==> config.mk <==
export PLATFORM = sky130hd
export DESIGN_NAME = stopwatch_cu_multi
export DESIGN_NICKNAME = d
export VERILOG_FILES = /design/src/rtl/stopwatch_cu_multi.sv
export SDC_FILE = /design/constraint.sdc
export NUM_CORES = 1
export LEC_CHECK = 0
export ABC_AREA = 0
export ABC_CLOCK_PERIOD_IN_PS = 3700
export CAP_MARGIN = 10
export CORE_MARGIN = 2
export CORE_UTILIZATION = 55
export CTS_CLUSTER_DIAMETER = 30
export DETAILED_ROUTE_END_ITERATION = 12
export GPL_TIMING_DRIVEN = 0
export PLACE_DENSITY = 0.75
export SETUP_SLACK_MARGIN = 0.15
export SYNTH_ARGS = -nofsm -noshare
export SYNTH_HDL_FRONTEND = slang
export SYNTH_SLANG_ARGS = --single-unit
==> constraint.sdc <==
create_clock -name clk -period 3.7 [get_ports clk]
set_clock_uncertainty 0.1 [all_clocks]
set_input_delay 0.555 -clock clk [delete_from_list [all_inputs] [get_ports clk]]
set_output_delay 0.555 -clock clk [all_outputs]
set_load 0.05 [all_outputs]
==> src/rtl/stopwatch_cu_multi.sv <==
// Multi-channel stopwatch control unit: shared debounced buttons, per-channel Moore FSMs
// with lap hold and a programmable clear pulse length.

module stopwatch_cu_ch #(
   parameter int CLEAR_CYCLES = 1
) (
   input  logic clk,
   input  logic reset,
   input  logic ev_run_i,
   input  logic ev_lap_i,
   input  logic ev_clear_i,
   output logic run_o,
   output logic lap_o,
   output logic clear_o
);
   localparam int CNT_W = 8;

   typedef enum logic [1:0] {
      ST_STOP  = 2'd0,
      ST_RUN   = 2'd1,
      ST_LAP   = 2'd2,
      ST_CLEAR = 2'd3
   } state_t;

   state_t             state_q, state_d;
   logic [CNT_W-1:0]   cnt_q, cnt_d;
   logic               run_q, lap_q, clear_q;

   always_comb begin
      state_d = state_q;
      cnt_d   = cnt_q;
      case (state_q)
         ST_STOP: begin
            if (ev_run_i) begin
               state_d = ST_RUN;
            end else if (ev_clear_i) begin
               state_d = ST_CLEAR;
               cnt_d   = CNT_W'(CLEAR_CYCLES - 1);
            end
         end
         ST_RUN: begin
            if (ev_run_i)      state_d = ST_STOP;
            else if (ev_lap_i) state_d = ST_LAP;
         end
         ST_LAP: begin
            if (ev_run_i)      state_d = ST_STOP;
            else if (ev_lap_i) state_d = ST_RUN;
         end
         ST_CLEAR: begin
            // Counter runs to completion regardless of buttons or mode.
            if (cnt_q == '0) state_d = ST_STOP;
            else             cnt_d   = cnt_q - 1'b1;
         end
         default: state_d = ST_STOP;
      endcase
   end

   // Outputs are decoded from next state so they line up with the registered state.
   always_ff @(posedge clk or posedge reset) begin
      if (reset) begin
         state_q <= ST_STOP;
         cnt_q   <= '0;
         run_q   <= 1'b0;
         lap_q   <= 1'b0;
         clear_q <= 1'b0;
      end else begin
         state_q <= state_d;
         cnt_q   <= cnt_d;
         run_q   <= (state_d == ST_RUN) || (state_d == ST_LAP);
         lap_q   <= (state_d == ST_LAP);
         clear_q <= (state_d == ST_CLEAR);
      end
   end

   assign run_o   = run_q;
   assign lap_o   = lap_q;
   assign clear_o = clear_q;
endmodule

module stopwatch_cu_multi #(
   parameter int NUM_CH       = 4,
   parameter int CH_W         = 2,
   parameter int CLEAR_CYCLES = 1
) (
   input  logic              clk,
   input  logic              reset,
   input  logic              mode,
   input  logic [CH_W-1:0]   i_ch_sel,
   input  logic              i_btn_run,
   input  logic              i_btn_clear,
   input  logic              i_btn_lap,
   output logic [NUM_CH-1:0] o_run,
   output logic [NUM_CH-1:0] o_clear,
   output logic [NUM_CH-1:0] o_lap,
   output logic              o_any_run
);
   logic btn_run_q, btn_clear_q, btn_lap_q;
   logic ev_run, ev_clear, ev_lap, ev_en;

   // History samples every cycle in both modes, so a held button never re-fires.
   always_ff @(posedge clk or posedge reset) begin
      if (reset) begin
         btn_run_q   <= 1'b0;
         btn_clear_q <= 1'b0;
         btn_lap_q   <= 1'b0;
      end else begin
         btn_run_q   <= i_btn_run;
         btn_clear_q <= i_btn_clear;
         btn_lap_q   <= i_btn_lap;
      end
   end

   assign ev_en    = ~mode && (int'(i_ch_sel) < NUM_CH);
   assign ev_run   = i_btn_run   & ~btn_run_q   & ev_en;
   assign ev_clear = i_btn_clear & ~btn_clear_q & ev_en;
   assign ev_lap   = i_btn_lap   & ~btn_lap_q   & ev_en;

   for (genvar g = 0; g < NUM_CH; g++) begin : g_ch
      logic sel;
      assign sel = (i_ch_sel == CH_W'(g));

      stopwatch_cu_ch #(
         .CLEAR_CYCLES (CLEAR_CYCLES)
      ) u_ch (
         .clk        (clk),
         .reset      (reset),
         .ev_run_i   (ev_run & sel),
         .ev_lap_i   (ev_lap & sel),
         .ev_clear_i (ev_clear & sel),
         .run_o      (o_run[g]),
         .lap_o      (o_lap[g]),
         .clear_o    (o_clear[g])
      );
   end

   assign o_any_run = |o_run;
endmodule

======== Word level (Yosys, flattened, before mapping) ========
Index checks and enable logic that the tools add are counted.
operators by class
  $add $sub $neg .......................... 4
  equal/unequal tests ..................... 39
  muxes and demuxes ....................... 48
  bitwise operators ....................... 22
  reductions and logical operators ........ 22
operators by type and width
  kind                 count
  $mux 8               12
  $pmux 8 s2           4
  $mux 2               28
  $eq 2x2->1 const B   18
  $logic_not 8->1      4
  $pmux 2 s4           4
  $sub 8x1->8 const B  4
  $and 1x1->1          18
  $eq 2x1->1 const B   9
  $ne 2x2->1 const B   8
  $reduce_and 4->1     4
  $logic_not 2->1      5
  $ne 2x1->1 const B   4
  $reduce_bool 2->1    4
  $logic_or 1x1->1     4
  $not 1->1            4
  $reduce_or 4->1      1
storage, ports and cells
  flip-flop bits (word level) ............. 55
  bits of input ports ..................... 8
  output and inout port bits .............. 13
  logic and storage cells ................. 158

======== Longest topological paths before layout ========
  depth after elaboration ................. 9
  gate-level depth with buffers ........... 8
  mapped depth without buffers ............ 8

======== Modules after synthesis ========
From an unflattened synthesis, not the netlist that was laid out.
unflattened totals
  cells, all modules ...................... 302
  area, all modules ....................... 3056.7 sq um
modules (own cells, without submodules)
  module                               times used  cells an instance  area an instance (sq um)  seq. area each (sq um)
  stopwatch_cu_ch at g_ch[1].u_ch ...  3           69                 718.2                     325.3
  stopwatch_cu_ch at g_ch[0].u_ch      1           69                 704.4                     325.3
  stopwatch_cu_multi                   1           26                 197.7                     75.1

======== Worst setup path after synthesis ========
OpenSTA, ideal clock, no wires.
  path type ............................... input to register
  start point ............................. in mode
  end point ............................... reg g_ch[3].u_ch.run_q
  arrival time ............................ 2.199 ns
  slack ................................... 1.338 ns
  stages on the path ...................... 7
  path buffers ............................ 1
  cell sequence ........................... buf_6 or3b_4 or4_4 a21o_2 o2111ai_1 ha_1 inv_1
on the way
  cells in the longest elaborated chain, start to end .. 8
  elaborated cells between the ends (all ways) .. 17
  those cells by class .................... 2 x eq/ne; 7 x mux; 7 x bitwise; 1 x reduce/logical
RTL lines
  element                                          RTL line    RTL
  start: declaration                               87          input logic mode,
  $not 1->1 *                                      113         assign ev_en = ~mode && (int'(i_ch_sel) < NUM_CH);
  $and 1x1->1, on equally long branches            116, 115
  $and 1x1->1, on equally long branches            128, 129
  $mux 2, on equally long branches                 47, 36, 43
  $mux 2, on equally long branches                 46, 34, 42
  $pmux 2 s4 *                                     32          case (state_q)
  $eq 2x1->1 / $eq 2x2->1 (equally long branches)  69          run_q <= (state_d == ST_RUN) || (state_d == ST_LAP);
  $logic_or 1x1->1 *                               69
  end signal: assignment                           69
  end: declaration                                 27          logic run_q, lap_q, clear_q;
Mark *: on every way between the ends. The rest lies on a longest branch, timed or not.
A chain may end at the register's enable or synchronous reset.

======== Worst setup path in the final report ========
  start point ............................. in i_btn_run
  end point ............................... reg g_ch[3].u_ch.run_q
on the way
  cells in the longest elaborated chain, start to end .. 7
  elaborated cells between the ends (all ways) .. 10
  those cells by class .................... 2 x eq/ne; 4 x mux; 3 x bitwise; 1 x reduce/logical
RTL lines
  element                                          RTL line    RTL
  start: declaration                               89          input logic i_btn_run,
  $and 1x1->1 * (2 in series)                      114         assign ev_run = i_btn_run & ~btn_run_q & ev_en;
  $and 1x1->1 *                                    127         .ev_run_i (ev_run & sel),
  $mux 2, on equally long branches                 46, 34, 42
  $pmux 2 s4 *                                     32
  $eq 2x1->1 / $eq 2x2->1 (equally long branches)  69
  $logic_or 1x1->1 *                               69
Marked as above.

==> results.yml <==
outcome:
  status: "finished clean"
finish:
  final_cells: 424
  diodes: 0
  multi_input_area_um2: 1528
  nets: 372
  final_core_util_pct: 63.39
  layout-drive-gt1-share_pct: 10.51
  final-seq-area_um2: 1376
  syn_to_final_growth_pct: 11.78
  fillers: 448
clock_tree:
  cts_tree: "yes"
  clkSlewWorstSetupHoldPaths_ns: 0.10
  cts_buffers: 5
  htree_levels: 2
  clk_latency_ns: 0.30
  hold_buffers: 0
  post_cts_buffers: 0
  cts_sinks: 55
  cts-root-buf: "clkbuf_8"
  cts_buffer_depth: 2
  cts_resized: 0
drt:
  drcViolationCount: 0
  dr_total_vias: 2472
  wl_per_cell_um: 13.98
  ant_nets: 0
  dr.pass1.iters: 4
  drt-total-wl_um: 5928
  drtIter0Drc: 97
  via_per_inst: 5.830
place:
  dp.cells: 417
  gp_congestion: 0.8344
  place_ws_ns: 0.8089
  io_buffers: 17
  hpwlAfterDp_um: 4294
sta:
  hold_viol: 0
  min_period_over_period_pct: 70.11
  period_minus_slack_ns: 2.594
  fin_ws_ns: 1.106
  setup_tns_ns: 0
  worst_pin_slew_ns: 0.7767
  slew_viol_final: 0
  setup_viol: 0
  grt_setup_unrepaired: "false"
  slew_headroom_pct: 47.98
  fmax_mhz: 385.5
power_and_ir_drop:
  p_clk_share_pct: 11.9
  p_total_mw: 2.783
  p_sw_mw: 1.207
  switching_share_pct: 43.37
  vdd_ir_drop_max_mv: 0.3979
  power_frac_seq_pct: 38.4
  power_per_cell_area_nw_per_um2: 797.2
  internal_power_mw: 1.576
  leakagePower_nw: 1.552
  combPwrFrac_pct: 49.7
setup_path:
  worstPathCellList: "clkdlybuf4s50_1 > nand2b_1 > buf_2 > nand2_1 > or4b_2 > o2111ai_1 > ha_1 > inv_1"
  reg2reg_slack_ns: 1.41
  end_kind: "flop"
  reg2reg_depth: 8
  start_kind: "input pin"
  crit_slowest_cell: "or4b_2"
  criticalPathCategory: "input pin to flop"
  required_ns: 3.85
  cp_top_family: "simple AND/OR/NAND/NOR gates"
  timing.rr.end: "g_ch[1].u_ch.run_o"
  rr_startpoint: "g_ch[1].u_ch.cnt_q[0]"
  critPathArrivalTime_ns: 2.74
  path_buf_inv: 3
  cp_slowest_stage_delay_ns: 0.66
  crit_fanout: 10
  path_depth: 8
min_path:
  hold_path_end: "g_ch[0].u_ch.cnt_q[0]"
  hp-start: "g_ch[0].u_ch.cnt_q[0]"
  worstHoldPathType: "flop to flop"
  hold_depth: 1
synthesis:
  synth_xor_area_share_pct: 0.5609
  syn_inst: 327
  synth_top_family_by_area: "simple AND/OR/NAND/NOR gates"
  synth_edf_count: 0
  synth_compound_area_share_pct: 19.03
  synth-async-reset-ratio_pct: 100.0
  synthAdderAreaFrac_pct: 4.808
  synth_simple_gate_area_share_pct: 21.55
  synth_mux_area_share_pct: 2.965
  synth_cell_types: 55
  ys_warn_count: 0
  synth_nets: 347
  ys_seq_elements: 55
  synthFlopType: "dfrtp_1"
  synth_area_um2: 3123
  ys_seq_area_share_pct: 44.07
  syn_avg_cell_area_um2: 9.550
floorplan:
  io_pins: 21
  std_cell_rows: 27
  die_w_um: 79.36
  dieArea_um2: 6297
  die_h_um: 79.36
  coreArea_um2: 5507
  start_util_pct: 56.71
grt:
  grt_pass1_wl_um: 10560
  grt_max_degree: 38
  grt.total_usage_pct: 20.88
  grt_pass1_vias: 2415
  gr-total-overflow: 0
  antenna_found_initial: 0
run:
  maxCapViolCount: 0
[worst max-delay path by stage]
stage | slack [ns] | startpoint | endpoint
floorplan | 1.34 | mode | g_ch[3].u_ch.run_o
global placement | 0.68 | reset | g_ch[0].u_ch.cnt_q[1]
detailed placement | 0.81 | i_btn_run | g_ch[3].u_ch.run_o
CTS | 1.12 | g_ch[1].u_ch.run_o | o_any_run
global route | 0.87 | i_btn_clear | g_ch[0].u_ch.run_o
finish | 1.11 | i_btn_run | g_ch[3].u_ch.run_o
[cell usage after synthesis, types with 8 or more instances]
master | count | area share [%]
buf_4 | 12 | 2.9
a21oi_1 | 22 | 3.5
clkbuf_1 | 9 | 1.1
nand3_1 | 12 | 1.9
nor3b_1 | 8 | 1.9
ha_1 | 12 | 4.8
dfrtp_1 | 55 | 44
o21ai_0 | 11 | 1.8
nor3_1 | 11 | 1.8
nor2_1 | 17 | 2.0
nand2_1 | 29 | 3.5
inv_1 | 21 | 2.5
[cell type report]
class / count / area share, %
tap: 72 / 2.581
multi-input combinational: 228 / 43.76
clock inverter: 1 / 0.1434
sequential: 55 / 39.43
buffer: 23 / 4.014
timing repair buffer: 18 / 5.448
clock buffer: 6 / 2.366
inverter: 21 / 2.258
[cell usage in the layout (no fill, tap or decap), types with 5 or more instances in the layout]
cell type         n
nor4_1            6
clkbuf_1          9
nand2b_1          7
nand3_1          12
clkbuf_8          6
ha_1             12
clkdlybuf4s50_1  17
o21ai_0          11
buf_4            12
inv_1            20
o211ai_1          5
dfrtp_1          55
a21oi_1          22
mux2i_1           7
a211oi_1          5
nand2_1          29
nor3_1           11
nor2_1           17
nor3b_1           8
[power groups by stage]
stage,Combinational (mW),Sequential [mW],Clock (mW)
6_report,1.38,1.07,0.332
5_1_grt,1.55,1.11,0.370
4_1_cts,1.39,1.07,0.349
3_5_place_dp,1.38,1.08,0
3_3_place_gp,1.35,1.06,0
2_1_floorplan,1.09,1.02,0
[metrics by stage]
stage	area (um^2)	hold WS, ns
final	3491	0.4089
after floorplan	3123	0.3624
after global routing	3491	0.4451
after global placement	3383	0.3808
after CTS	3491	0.4090
after detailed placement	3403	0.3925
[kinds of logic after synthesis]
family / count (synthesis)
and+or+nand+nor: 120
AOI/OAI and AO/OA: 85
DFF: 55
buffers and inverters: 44
adders and majority gates: 12
muxes: 9
xor gates and xnor gates: 2
[registers in the layout, indices dropped and copies added, names as in the netlist]
signal             cells
g_ch.u_ch.lap_o        4
g_ch.u_ch.clear_o      4
btn_clear_q            1
g_ch.u_ch.cnt_q       32
g_ch.u_ch.state_q      8
g_ch.u_ch.run_o        4
btn_run_q              1
btn_lap_q              1
[layer usage]
layer / global-route usage [%] / wire length (um) / up-vias
met5: 0 / 0 / -
met1: 27.77 / 2888 / 1191
met4: 5.345 / 29 / 0
li1: - / - / 1246
met2: 35.00 / 2866 / 33
met3: 4.205 / 143 / 2
Note: power is estimated with default switching activity, not from simulation.
